===== config.mk =====
export PLATFORM = sky130hd
export DESIGN_NAME = muldiv_ctrl
export DESIGN_NICKNAME = d
export VERILOG_FILES = /design/src/rtl/muldiv_pkg.sv /design/src/rtl/muldiv_ctrl.sv
export SDC_FILE = /design/constraint.sdc
export NUM_CORES = 1
export LEC_CHECK = 0
export BUFFER_PORTS_ARGS = -buffer_cell sky130_fd_sc_hd__buf_2
export CAP_MARGIN = 40
export CORE_AREA = 2 2 162 164
export DETAILED_ROUTE_END_ITERATION = 12
export DIE_AREA = 0 0 164 166
export GPL_TIMING_DRIVEN = 0
export PLACE_DENSITY = 0.53
export SLEW_MARGIN = 20
export SYNTH_ARGS = -nofsm -noshare
export SYNTH_HDL_FRONTEND = slang
export SYNTH_SLANG_ARGS = --single-unit

===== constraint.sdc =====
create_clock -name clk -period 2 [get_ports clk]
set_input_delay 0.2 -clock clk [delete_from_list [all_inputs] [get_ports clk]]
set_output_delay 0.2 -clock clk [all_outputs]
set_load 0.02 [all_outputs]

===== src/rtl/muldiv_pkg.sv =====
// Shared types and constants for the EXE-stage multiply/divide controller.
// Holds the FSM state enum, divider tdata offsets and operand width.
package muldiv_pkg;

  localparam int EXT_W   = 33;
  localparam int QUO_LSB = 40;
  localparam int REM_LSB = 0;
  localparam int CNT_W   = 4;

  typedef enum logic [2:0] {
    IDLE     = 3'd0,
    MUL_WAIT = 3'd1,
    DIV_REQ  = 3'd2,
    DIV_WAIT = 3'd3,
    DONE     = 3'd4,
    DRAIN    = 3'd5
  } state_e;

  // Bit 32 carries the sign for signed ops, zero for unsigned ops.
  function automatic logic [EXT_W-1:0] ext(
    input logic [31:0] v,
    input logic        uns
  );
    return {~uns & v[31], v};
  endfunction

endpackage


===== src/rtl/muldiv_ctrl.sv =====
// Multiply/divide sequencing controller for the EXE stage.
// Optional macro MULDIV_DIVZERO_FAST_EN: divide by zero bypasses the divider.
module muldiv_ctrl
  import muldiv_pkg::*;
#(
  parameter int MULT_LAT = 2
) (
  input  logic             clk,
  input  logic             reset,
  input  logic             exe_valid,
  input  logic             op_mult,
  input  logic             op_div,
  input  logic             op_unsigned,
  input  logic [31:0]      src1,
  input  logic [31:0]      src2,
  input  logic             cancel,
  input  logic             out_ready,
  output logic [EXT_W-1:0] mult_a,
  output logic [EXT_W-1:0] mult_b,
  input  logic [65:0]      mult_p,
  output logic [EXT_W-1:0] div_dividend,
  output logic [EXT_W-1:0] div_divisor,
  output logic             div_s_tvalid,
  input  logic             div_s_tready,
  input  logic             div_m_tvalid,
  input  logic [79:0]      div_m_tdata,
  output logic             busy,
  output logic             done,
  output logic [31:0]      hi_out,
  output logic [31:0]      lo_out
);

  state_e             state_q, state_d;
  logic [CNT_W-1:0]   cnt_q, cnt_d;
  logic [EXT_W-1:0]   op1_q, op1_d;
  logic [EXT_W-1:0]   op2_q, op2_d;
  logic [31:0]        hi_q, hi_d;
  logic [31:0]        lo_q, lo_d;
  logic               issue;
  logic               hs;
  logic               unused_bits;

  assign issue = exe_valid & (op_mult | op_div) & ~cancel;
  assign hs    = (state_q == DIV_REQ) & div_s_tready;

  assign unused_bits = ^{mult_p[65:64],
                         div_m_tdata[79:72],
                         div_m_tdata[39:32]};

  // Next-state, operand latch, counter and result capture.
  always_comb begin
    state_d = state_q;
    cnt_d   = cnt_q;
    op1_d   = op1_q;
    op2_d   = op2_q;
    hi_d    = hi_q;
    lo_d    = lo_q;
    unique case (state_q)
      IDLE: begin
        if (issue) begin
          op1_d = ext(src1, op_unsigned);
          op2_d = ext(src2, op_unsigned);
          if (op_mult) begin
            state_d = MUL_WAIT;
            cnt_d   = CNT_W'(MULT_LAT);
          end
`ifdef MULDIV_DIVZERO_FAST_EN
          else if (src2 == 32'd0) begin
            state_d = DONE;
            hi_d    = src1;
            lo_d    = '1;
          end
`endif
          else begin
            state_d = DIV_REQ;
          end
        end
      end
      MUL_WAIT: begin
        if (cancel) begin
          state_d = IDLE;
          cnt_d   = '0;
        end else begin
          cnt_d = cnt_q - 1'b1;
          if (cnt_q == CNT_W'(1)) begin
            hi_d    = mult_p[63:32];
            lo_d    = mult_p[31:0];
            state_d = DONE;
          end
        end
      end
      DIV_REQ: begin
        if (hs) begin
          state_d = cancel ? DRAIN : DIV_WAIT;
        end else if (cancel) begin
          state_d = IDLE;
        end
      end
      DIV_WAIT: begin
        if (cancel) begin
          state_d = div_m_tvalid ? IDLE : DRAIN;
        end else if (div_m_tvalid) begin
          lo_d    = div_m_tdata[QUO_LSB +: 32];
          hi_d    = div_m_tdata[REM_LSB +: 32];
          state_d = DONE;
        end
      end
      DONE: begin
        if (cancel || out_ready) begin
          state_d = IDLE;
        end
      end
      DRAIN: begin
        if (div_m_tvalid) begin
          state_d = IDLE;
        end
      end
      default: begin
        state_d = IDLE;
      end
    endcase
  end

  // State, counter, operand and result registers.
  always_ff @(posedge clk) begin
    if (reset) begin
      state_q <= IDLE;
      cnt_q   <= '0;
      op1_q   <= '0;
      op2_q   <= '0;
      hi_q    <= '0;
      lo_q    <= '0;
    end else begin
      state_q <= state_d;
      cnt_q   <= cnt_d;
      op1_q   <= op1_d;
      op2_q   <= op2_d;
      hi_q    <= hi_d;
      lo_q    <= lo_d;
    end
  end

  assign mult_a       = op1_q;
  assign mult_b       = op2_q;
  assign div_dividend = op1_q;
  assign div_divisor  = op2_q;
  assign div_s_tvalid = (state_q == DIV_REQ);
  assign done         = (state_q == DONE);
  assign busy         = (state_q == MUL_WAIT) |
                        (state_q == DIV_REQ)  |
                        (state_q == DIV_WAIT) |
                        (state_q == DRAIN);
  assign hi_out       = hi_q;
  assign lo_out       = lo_q;

endmodule


==> run metrics, run 1 <==
largest family of logic cells by synthesized area=compound AO/OA/AOI/OAI gates; Worst Setup Start Kind=flop; final hold vios=0; Net Count, Synth=approximately 950; Congestion Overflow GR=0; unique cell type count in the Yosys netlist=37; initial antenna violation count=2; IO buf count=400; total length of routed wires=~25 mm; critical path data required time=2.31 ns; GPL Wtd Cong=about 0.79; hold path depth=3; post-synthesis sequential area ratio=40.7%; DRC errors left=0; flops & latches, synth=137; final cell count without fillers=about 1.5k; placed cells=1460; Routed WL per cell=16.3 microns; final slew viol count=0; maximum VDD drop=between 400 and 500 uV; Starting Density=26.3%; fin crit period=1.87 ns; Net count, final=between 1k and 1.5k; post-synthesis adder-cell area fraction=0.371%; hpwl dp=about 19 mm; P&R area growth vs syn=48.1%; Die Wd=between 150 and 200 microns; I/O Pins=approximately 420; Post-Layout Inst Area=9980 sq um; status=finished clean; Clock Skew=approximately 0.014 ns; post-synthesis compound-gate area fraction=around a quarter; Max-cap violations=0; FMAX=between 500 and 600 MHz; clock latency on the worst-skew pair=roughly 0.42 ns; r2r setup slk=0.13 ns; worst r2r path cells=5; crit path DAT=around 2.2 ns; PwrDens=950 nW/um^2; 1st-pass router iterations=4; drt via density=4.52; Mean Syn Cell Area=9.30 sq um; Core Area=25600 sq um; worst relative slew slack=a little under half; register area=around 2700 sq um; yosys warns=0; Rows=between 50 and 60; Max Root-Sink Buffers=2; H-Tree Level Count=4; reg2reg end=state_q[1]; ANT cells=0; vias in the first global route=between 6k and 7k; post-route ant nets=0; CP Capture Type=flop; Layout fillers=between 2k and 3k; Sink Count=~140; root buf cell=clkbuf_16; CTS tree=yes; CP Max Fanout=5; Slew @ Worst Pin=between 0.7 and 0.8 ns; Hold Path Class=input pin to flop; layout cells sized above 1=approximately half; overall power=around 9.5 mW; GRT Resource Usage Total=17.5%; mux contribution to synthesized area=10.3%; Post-Synth Simple-Gate Area=11.2%; Hold Path Sink=div_dividend[20]; RSZ-0062 raised after global routing=false; xor and xnor area share after synthesis=0%; Die Y=166 microns; Clk pin slew, worst setup/hold paths=~0.07 ns; first-pass GRT wire length=around 37 mm; startpoint of the worst hold path=src1[20]; Syn Inst Count=just over 700; multi-input logic area=about 3100 sq um; largest net degree at the start of global routing=17; CTS Buf Count=17; Die ar.=between 20000 and 30000 sq um; WS Path Type=flop to flop; final worst path period share=between 90 and 100%; Netlist Area Pre-Place=roughly 6700 sq um; LEAKAGE=4.50 nW; vias post-DR=between 6k and 7k; Starting DRT DRC Count=roughly 330; DP Area=between 9000 and 10000 sq um; Crit Reg-Reg Startpoint=cnt_q[0]; Final setup viols=0
-- worst max-delay path: stages (launching register included) --
cell and delay (ns):
dfxtp_1 0.40, ha_1 0.17, nor3b_2 0.24, o22ai_1 0.11
or4_4 0.53, mux2_4 0.31
-- worst max-delay path by stage --
| stage | to | cells after the start | startpoint |
|---|---|---|---|
| floorplan | state_q[1] | 5 | cnt_q[0] |
| global placement | lo_out[4] | 6 | cancel |
| detailed placement | lo_out[4] | 6 | cancel |
| CTS | state_q[1] | 5 | cnt_q[0] |
| global route | div_s_tvalid | 3 | state_q[1] |
| finish | state_q[1] | 5 | cnt_q[0] |
-- placed cells by master, fill, tap and decap left out, types with 12 or more instances in the layout --
master and instances:
a21oi_1 134, a311oi_1 20, clkbuf_16 17, buf_6 12, buf_4 77, clkbuf_1 33
dlygate4sd3_1 19, buf_2 409, nand2_1 133, dfxtp_1 136, mux2i_1 66, a311oi_2 45
-- cells in the mapped netlist (all sizes together) --
library cell / count / area, sq um
or4bb: 1 / 11.3
a31oi: 2 / 12.5
nand2b: 7 / 43.8
a22o: 1 / 17.5
nand2: 133 / 499
nor3b: 3 / 27.5
mux2: 1 / 15.0
mux2i: 68 / 681
dfxtp: 137 / 2740
buf: 102 / 778
nor2b: 2 / 15.0
and3b: 1 / 12.5
or4b: 3 / 30.0
o22a: 1 / 8.76
inv: 5 / 18.8
a21bo: 1 / 10.0
nand3: 1 / 5.00
o22ai: 2 / 12.5
o21a: 1 / 7.51
ha: 2 / 25.0
or2: 1 / 6.26
clkbuf: 32 / 120
a311oi: 65 / 851
or3: 1 / 6.26
nor3: 3 / 15.0
a21oi: 134 / 671
nor2: 6 / 22.5
nand3b: 4 / 30.0
and3: 1 / 6.26
or4: 1 / 11.3
a211oi: 2 / 15.0
nor4b: 1 / 15.0
-- report_power, final --
group          total, mW  switching, mW  internal (mW)
combinational       2.98           1.72           1.27
clock               3.29           1.37           1.91
sequential          3.21          0.225           2.99
total               9.48           3.32           6.17
-- layer usage --
layer	global-route usage, %	routed length, microns	vias up
li1	-	-	3401
met1	20.7	10300	3142
met2	31.1	12400	268
met3	4.70	1700	15
met4	4.35	242	2
met5	0	7	-
-- stage by stage --
step                      setup TNS [ns]  worst slack [ns]  hold WS [ns]  util (%)
final                                  0             0.133        0.0238      39.0
after global routing                   0            0.0205       0.00201      39.0
after CTS                              0          0.000890      0.000166      38.8
after detailed placement           -3.52            -0.132         0.446      35.8
after global placement             -2.54            -0.107         0.442      35.8
after floorplan                        0             0.198         0.336         -
-- kinds of logic (layout without fill, tap and decap cells) --
family | count (synthesis) | in the layout
simple gates | 169 | 169
fa+ha+maj | 2 | 2
mux | 69 | 69
flops | 137 | 137
buf+inv | 139 | 590
compound gates | 209 | 209
-- cell type report --
class,instances,area share (%)
plain buffers,134,9.10
clock buffers,19,4.44
clock inverters,13,1.58
inverters,5,0.188
multi-input cells,449,31.1
flip-flops and latches,137,27.5
well taps,335,4.20
repair buffers,419,22.0
-- flip-flops by register name, indices dropped and copies added (netlist names) --
register	count
div_dividend	33
div_divisor	33
hi_out	32
lo_out	32
cnt_q	4
state_q	3
-- what timing repair did --
| action | CTS | global route |
|---|---|---|
| hold endpoints to repair | 18 | 1 |
| resized for setup | 0 | 9 |
| buffers inserted | 0 | 0 |
| setup endpoints to repair | 0 | 98 |
| hold buffers | 18 | 1 |
No activity file was read; power rests on OpenSTA's default activity.
==> run 2: changes to the inputs <==
--- a/config.mk
+++ b/config.mk
@@ -7,11 +7,12 @@
 export LEC_CHECK = 0
 export BUFFER_PORTS_ARGS = -buffer_cell sky130_fd_sc_hd__buf_2
 export CAP_MARGIN = 40
-export CORE_AREA = 2 2 162 164
+export CORE_AREA = 4 4 161 163
+export CTS_BUF_LIST = sky130_fd_sc_hd__clkbuf_4 sky130_fd_sc_hd__clkbuf_8
 export DETAILED_ROUTE_END_ITERATION = 12
-export DIE_AREA = 0 0 164 166
+export DIE_AREA = 0 0 165 167
 export GPL_TIMING_DRIVEN = 0
-export PLACE_DENSITY = 0.53
+export PLACE_DENSITY = 0.55
 export SLEW_MARGIN = 20
 export SYNTH_ARGS = -nofsm -noshare
 export SYNTH_HDL_FRONTEND = slang
==> run 2 against run 1 <==
Sequential share of layout area shrank 0.69 points. Cell count grew 1.9%. Hold slack gained 0.018 ns. Via count grew 2.1%. Highest routed layer is now met4. Largest power group is now registers. Largest cell class unchanged.
==> run metrics, run 2 (synthesized netlist as in run 1, its figures left out) <==
status=finished clean; uppermost routed layer=met4; Slowest-stage cell, CP=dfxtp_1; CP Capture Type=flop; 1st-pass router iterations=5 (+1); critical path data required time=2.28 ns (-0.03 ns); register area=2740 sq um (unchanged); Final setup viols=0 (unchanged); WS Path Type=flop to flop; initial antenna violation count=0 (-2); drt via density=4.53 (+0.17%); vias in the first global route=6895 (+5.9%); met2 wire len=13.7 mm (+11%); Core Area=24300 sq um (-5.1%); setup tns final=0 ns (unchanged); Clock Skew=0.0149 ns (+0.000917 ns); Die ar.=27600 sq um (+1.2%); multi-input logic area=3100 sq um (+0.12%); Crit Reg-Reg Startpoint=state_q[2]; final slew viol count=0 (unchanged); Net count, final=1426 (+3.0%); FMAX=530 MHz (-1.1%); Max-cap violations=0 (unchanged); DRC errors left=0 (unchanged); crit path DAT=2.16 ns (about the same); Routed WL per cell=17.1 microns (+4.9%); CP dominant cell by count=buf_6; fin crit period=1.89 ns (+0.0205 ns); Max Root-Sink Buffers=2 (unchanged); H-Tree Level Count=4 (unchanged); critical path's largest stage delay=0.36 ns (-0.17 ns); layout cells sized above 1=48.8% (-1.6 points); Congestion Overflow GR=0 (unchanged); root buf cell=clkbuf_8; vias post-DR=6971 (+2.1%); Worst Setup Start Kind=flop; Sink Count=137 (unchanged); hpwl dp=20.6 mm (+6.8%); maximum VDD drop=415 uV (-16%); CTS Buf Count=17 (unchanged); total length of routed wires=26.3 mm (+7.0%); GRT Resource Usage Total=18.0% (+0.50 points); tightest hold margin=0.0418 ns (+0.0180 ns); I/O Pins=419 (unchanged); CP Max Fanout=10 (+5); CTS tree=yes; delay-heaviest family, CP=buffers and inverters; post-route ant nets=0 (unchanged); met3 WL=2.01 mm (+19%); worst r2r path cells=6 (+1); overall power=8.99 mW (-5.2%); first-pass GRT wire length=38.7 mm (+4.8%); Slew @ Worst Pin=0.776 ns (-0.00769 ns); most frequent cells in the layout=410 x buf_2, 136 x dfxtp_1, 134 x a21oi_1; Layout fillers=2455 (-8.1%); hold path depth=3 (unchanged); Hold Path Class=input pin to flop; final hold vios=0 (unchanged); met1 wire length=10.4 mm (+0.63%); IO buf count=400 (unchanged); worst relative slew slack=48.3% (+0.51 points); PwrDens=878 nW/um^2 (-7.6%); CP cell instances=buf_6, and3b_4, buf_6, buf_6, mux2i_1, a311oi_2; startpoint of the worst hold path=src1[6]; final worst path period share=94.4% (+1.0 points); Die Y=167 microns (+0.60%); Layout Utilization=42.1% (+3.1 points); Starting Density=27.7% (+1.4 points); RSZ-0062 raised after global routing=false; reg2reg end=lo_out[5]; Hold Path Sink=div_dividend[6]; P&R area growth vs syn=51.9%; LEAKAGE=4.61 nW (+2.5%); clock latency on the worst-skew pair=0.44 ns (+0.02 ns); r2r setup slk=0.11 ns (-0.02 ns); final cell count without fillers=1540 (+1.9%); Buf+Inv Stages, Crit Path=3 (+3); GPL Wtd Cong=0.809 (+2.0%); commonest non-fill, non-tap cell in the layout=buf_2; Die Wd=165 microns (+0.61%); Starting DRT DRC Count=268 (-18%); Clk pin slew, worst setup/hold paths=0.09 ns (+0.02 ns); ANT cells=0 (unchanged); largest net degree at the start of global routing=17 (unchanged); Rows=57 (-3.4%); placed cells=1449 (-0.75%)
[run 2: cell count changes in the layout (fill, tap and decap cells not counted), moves of 2 or more]
cell	change
inv_6	-2
clkinv_4	+2
clkbuf_8	+16
dlygate4sd3_1	+41
bufinv_16	+3
inv_8	-2
clkbuf_16	-17
[run 2: worst max-delay path by stage]
stage	cells after the start	end	slack [ns]	from
finish	6	lo_out[5]	0.11	state_q[2]
global route	7	div_divisor[0]	0.03	state_q[1]
CTS	5	state_q[1]	0.02	cnt_q[0]
detailed placement	7	hi_out[25]	-0.06	cancel
global placement	7	hi_out[29]	-0.07	cancel
floorplan	5	state_q[1]	0.20	cnt_q[0]
[run 2: routing by layer]
layer  up-vias  global-route usage, %
met5         -                      0
met4         0                   3.98
met3        12                   4.79
met2       284                   33.8
met1      3190                   20.0
li1       3485                      -
[run 2: cell type report]
class	instances	share of cell area [%]
Tap cell	324	3.96
Clock inverter	13	2.13
Timing Repair Buffer	460	25.4
Multi-Input combinational cell	449	30.3
Buffer	134	8.85
Sequential cell	137	26.8
Inverter	5	0.183
Clock buffer	18	2.36
[run 2: tightest hold or removal path, stage by stage]
cell,delay [ns]
buf_2,0.12
nand2_1,0.06
a21oi_1,0.05
[run 2: metrics by stage]
stage,cell area (sq um),worst slack [ns]
final,10200,0.113
after global routing,10200,0.0305
after CTS,10200,0.0245
after detailed placement,9150,-0.0571
after global placement,9150,-0.0675
after floorplan,6740,0.198
[run 2: what timing repair did]
| action | in CTS | in global routing |
|---|---|---|
| buffers inserted | 0 | 0 |
| hold buffers | 60 | 0 |
| pin swaps | 0 | 0 |
| setup endpoints to repair | 1 | 82 |
| gates resized for setup | 1 | 8 |
| endpoints found under the hold margin | 60 | 0 |
[run 2: report_power, final]
part	total (mW)	switching [mW]	internal, mW
logic	3.05	1.74	1.31
clock network	2.72	1.21	1.51
registers	3.21	0.229	2.99
total	8.99	3.18	5.81
==> run 3: changes to the inputs <==
--- a/config.mk
+++ b/config.mk
@@ -5,14 +5,15 @@
 export SDC_FILE = /design/constraint.sdc
 export NUM_CORES = 1
 export LEC_CHECK = 0
+export ABC_AREA = 1
 export BUFFER_PORTS_ARGS = -buffer_cell sky130_fd_sc_hd__buf_2
 export CAP_MARGIN = 40
-export CORE_AREA = 4 4 161 163
+export CORE_AREA = 4 4 162 164
 export CTS_BUF_LIST = sky130_fd_sc_hd__clkbuf_4 sky130_fd_sc_hd__clkbuf_8
 export DETAILED_ROUTE_END_ITERATION = 12
-export DIE_AREA = 0 0 165 167
+export DIE_AREA = 0 0 166 168
 export GPL_TIMING_DRIVEN = 0
-export PLACE_DENSITY = 0.55
+export PLACE_DENSITY = 0.52
 export SLEW_MARGIN = 20
 export SYNTH_ARGS = -nofsm -noshare
 export SYNTH_HDL_FRONTEND = slang
==> run 3 against run 2 <==
Via count rose by 6.4%. Area after synthesis fell by 6.2%. Final area fell by 4.9%. Combinational power rose by 11%. Critical path type unchanged. Largest power group is now combinational logic. Highest routed layer unchanged.
==> run metrics, run 3 <==
IO buf count=399 (-0.25%); Die ar.=27900 sq um (+1.2%); Syn Inst Count=936 (+29%); r2r setup slk=0.21 ns (+0.10 ns); layout cells sized above 1=37.7% (-11 points); Die Y=168 microns (+0.60%); Clock Skew=0.0140 ns (-0.000980 ns); status=finished clean; ANT cells=0 (unchanged); drt via density=4.21 (-6.9%); Starting DRT DRC Count=370 (+38%); total length of routed wires=25.4 mm (-3.5%); tightest hold margin=0.0369 ns (-0.00491 ns); final hold vios=0 (unchanged); Max-cap violations=0 (unchanged); most frequent cells in the layout=421 x buf_2, 266 x nor2_1, 224 x nand2_1; leading area contributor after synthesis=dfxtp_1; Max Root-Sink Buffers=2 (unchanged); vias post-DR=7420 (+6.4%); Net Count, Synth=1158 (+22%); H-Tree Level Count=4 (unchanged); Hold Path Class=input pin to flop; GPL Wtd Cong=0.959 (+18%); crit path DAT=2.12 ns (-0.04 ns); CP Max Fanout=10 (unchanged); synth cell count leaders=266 x nor2_1, 224 x nand2_1, 137 x dfxtp_1; RSZ-0062 raised after global routing=false; Worst Setup Start Kind=flop; CTS Buf Count=17 (unchanged); Net count, final=1640 (+15%); Synth async-reset ratio=0% (unchanged); CTS tree=yes; worst r2r path cells=9 (+3); Rows=58 (+1.8%); FMAX=560 MHz (+5.6%); hold path depth=3 (unchanged); GRT Resource Usage Total=17.7% (-0.35 points); Synth top area share=43.4% (+2.7 points); hpwl dp=19.7 mm (-4.2%); prevailing post-synth register cell=dfxtp_1; worst relative slew slack=61.5% (+13 points); fin crit period=1.79 ns (-0.101 ns); final slew viol count=0 (unchanged); Congestion Overflow GR=0 (unchanged); Netlist Area Pre-Place=6320 sq um (-6.2%); 1st-pass router iterations=5 (unchanged); unique cell type count in the Yosys netlist=19 (-49%); first-pass GRT wire length=39.8 mm (+2.9%); initial antenna violation count=0 (unchanged); CP Capture Type=flop; root buf cell=clkbuf_8; ranking of synthesized cells by area=dfxtp_1 43%, nor2_1 16%, nand2_1 13%, buf_4 9.0%, o21ai_1 5.6%; WS Path Type=flop to flop; DRC errors left=0 (unchanged); Die Wd=166 microns (+0.61%); maximum VDD drop=413 uV (-0.52%); P&R area growth vs syn=54.1%; PwrDens=915 nW/um^2 (+4.2%); I/O Pins=419 (unchanged); flops & latches, synth=137 (unchanged); Starting Density=25.4% (-2.3 points); LEAKAGE=5.35 nW (+16%); postcts setup bufs=0 (unchanged); clock latency on the worst-skew pair=0.44 ns (about the same); critical path data required time=2.34 ns (+0.06 ns); count leader, synth=nor2_1; Slew @ Worst Pin=0.577 ns (-0.199 ns); placed cells=1665 (+15%); Layout Utilization=39.1% (-3.0 points); DP Worst Slack=-0.261 ns (-0.204 ns); final worst slack=0.213 ns (+0.101 ns); post-route ant nets=0 (unchanged); largest net degree at the start of global routing=17 (unchanged); Clk pin slew, worst setup/hold paths=0.09 ns (about the same); commonest non-fill, non-tap cell in the layout=buf_2; Post-synth EDFFs=0 (unchanged); Routed WL per cell=14.4 microns (-16%); yosys warns=0 (unchanged); Final setup viols=0 (unchanged); vias in the first global route=7404 (+7.4%); Mean Syn Cell Area=6.75 sq um (-27%); post-synthesis sequential area ratio=43.4% (+2.7 points); final worst path period share=89.3% (-5.0 points); final cell count without fillers=1761 (+14%); Core Area=24900 sq um (+2.4%); Sink Count=137 (unchanged)
-- run 3: cell count changes in the layout (fill, tap and decap cells not counted), sizes merged, moves of 6 or more --
cell | previous run | this run
nor2 | 6 | 269
o21ai | 0 | 131
a21oi | 134 | 9
nand2 | 133 | 224
mux2i | 68 | 0
a311oi | 65 | 0
inv | 8 | 26
clkbuf | 53 | 40
nand3 | 1 | 12
nand2b | 7 | 0
nand4 | 0 | 6
-- run 3: final cells by class --
cell class | count | area, sq um
Multi-Input combinational cell | 656 | 2710
Fill cell | 2738 | 15200
Sequential cell | 137 | 2740
Inverter | 20 | 75.1
Clock buffer | 18 | 248
Buffer | 123 | 801
Tap cell | 330 | 413
Clock inverter | 14 | 111
Timing Repair Buffer | 463 | 2640
-- run 3: stage by stage --
stage | instance area [sq um] | setup TNS [ns] | total power, mW
final | 9740 | 0 | 8.91
after CTS | 9720 | 0 | 9.00
after global placement | 8730 | -1.70 | 6.72
after detailed placement | 8730 | -7.61 | 6.73
after global routing | 9740 | 0 | 9.53
after floorplan | 6320 | 0 | 5.53
-- run 3: worst paths after layout --
check	startpoint	end
worst min register to register	lo_out[15]	lo_out[15]
worst max register to register	state_q[0]	hi_out[5]
worst min-delay path	src1[31]	div_dividend[31]
worst max-delay path	state_q[0]	hi_out[5]
-- run 3: cell families (layout without fill, tap and decap cells) --
kind of cell	Yosys count	count (layout)	share of synthesized area [%]
simple gates	511	511	30.9
buf+inv	143	638	13.8
flops	137	137	43.4
compound gates	142	142	11.3
xor+xnor	1	1	0.139
fa+ha+maj	2	2	0.396
-- run 3: power by group --
| group | internal, mW | leakage [nW] | total, mW | switching [mW] |
|---|---|---|---|---|
| registers | 3.08 | 1.11 | 3.37 | 0.295 |
| logic | 1.31 | 4.07 | 3.40 | 2.09 |
| clock network | 0.912 | 0.166 | 2.14 | 1.23 |
| total | 5.30 | 5.35 | 8.91 | 3.61 |
-- run 3: what timing repair did --
item	in CTS	in global routing
resized for setup	0	2
hold buffers	63	0
hold endpoints to repair	63	0
endpoints found under the setup margin	0	46
-- run 3: per-layer routing --
layer  up-vias  track usage (%)  part of all wire, %
li1       3829                -                    -
met1      3282             21.4                   43
met2       277             30.9                   49
met3        32             4.72                  6.0
met4         0             5.06                  1.8
met5         -                0                    0
-- run 3: critical path, stage by stage (launching register included) --
cell and delay (ns):
dfxtp_1 0.45, nand2_1 0.13, nor2_4 0.19, inv_2 0.05, buf_2 0.22, buf_2 0.25, nand2_1 0.10, nand2_1 0.09
o21ai_1 0.14, nor2_1 0.05
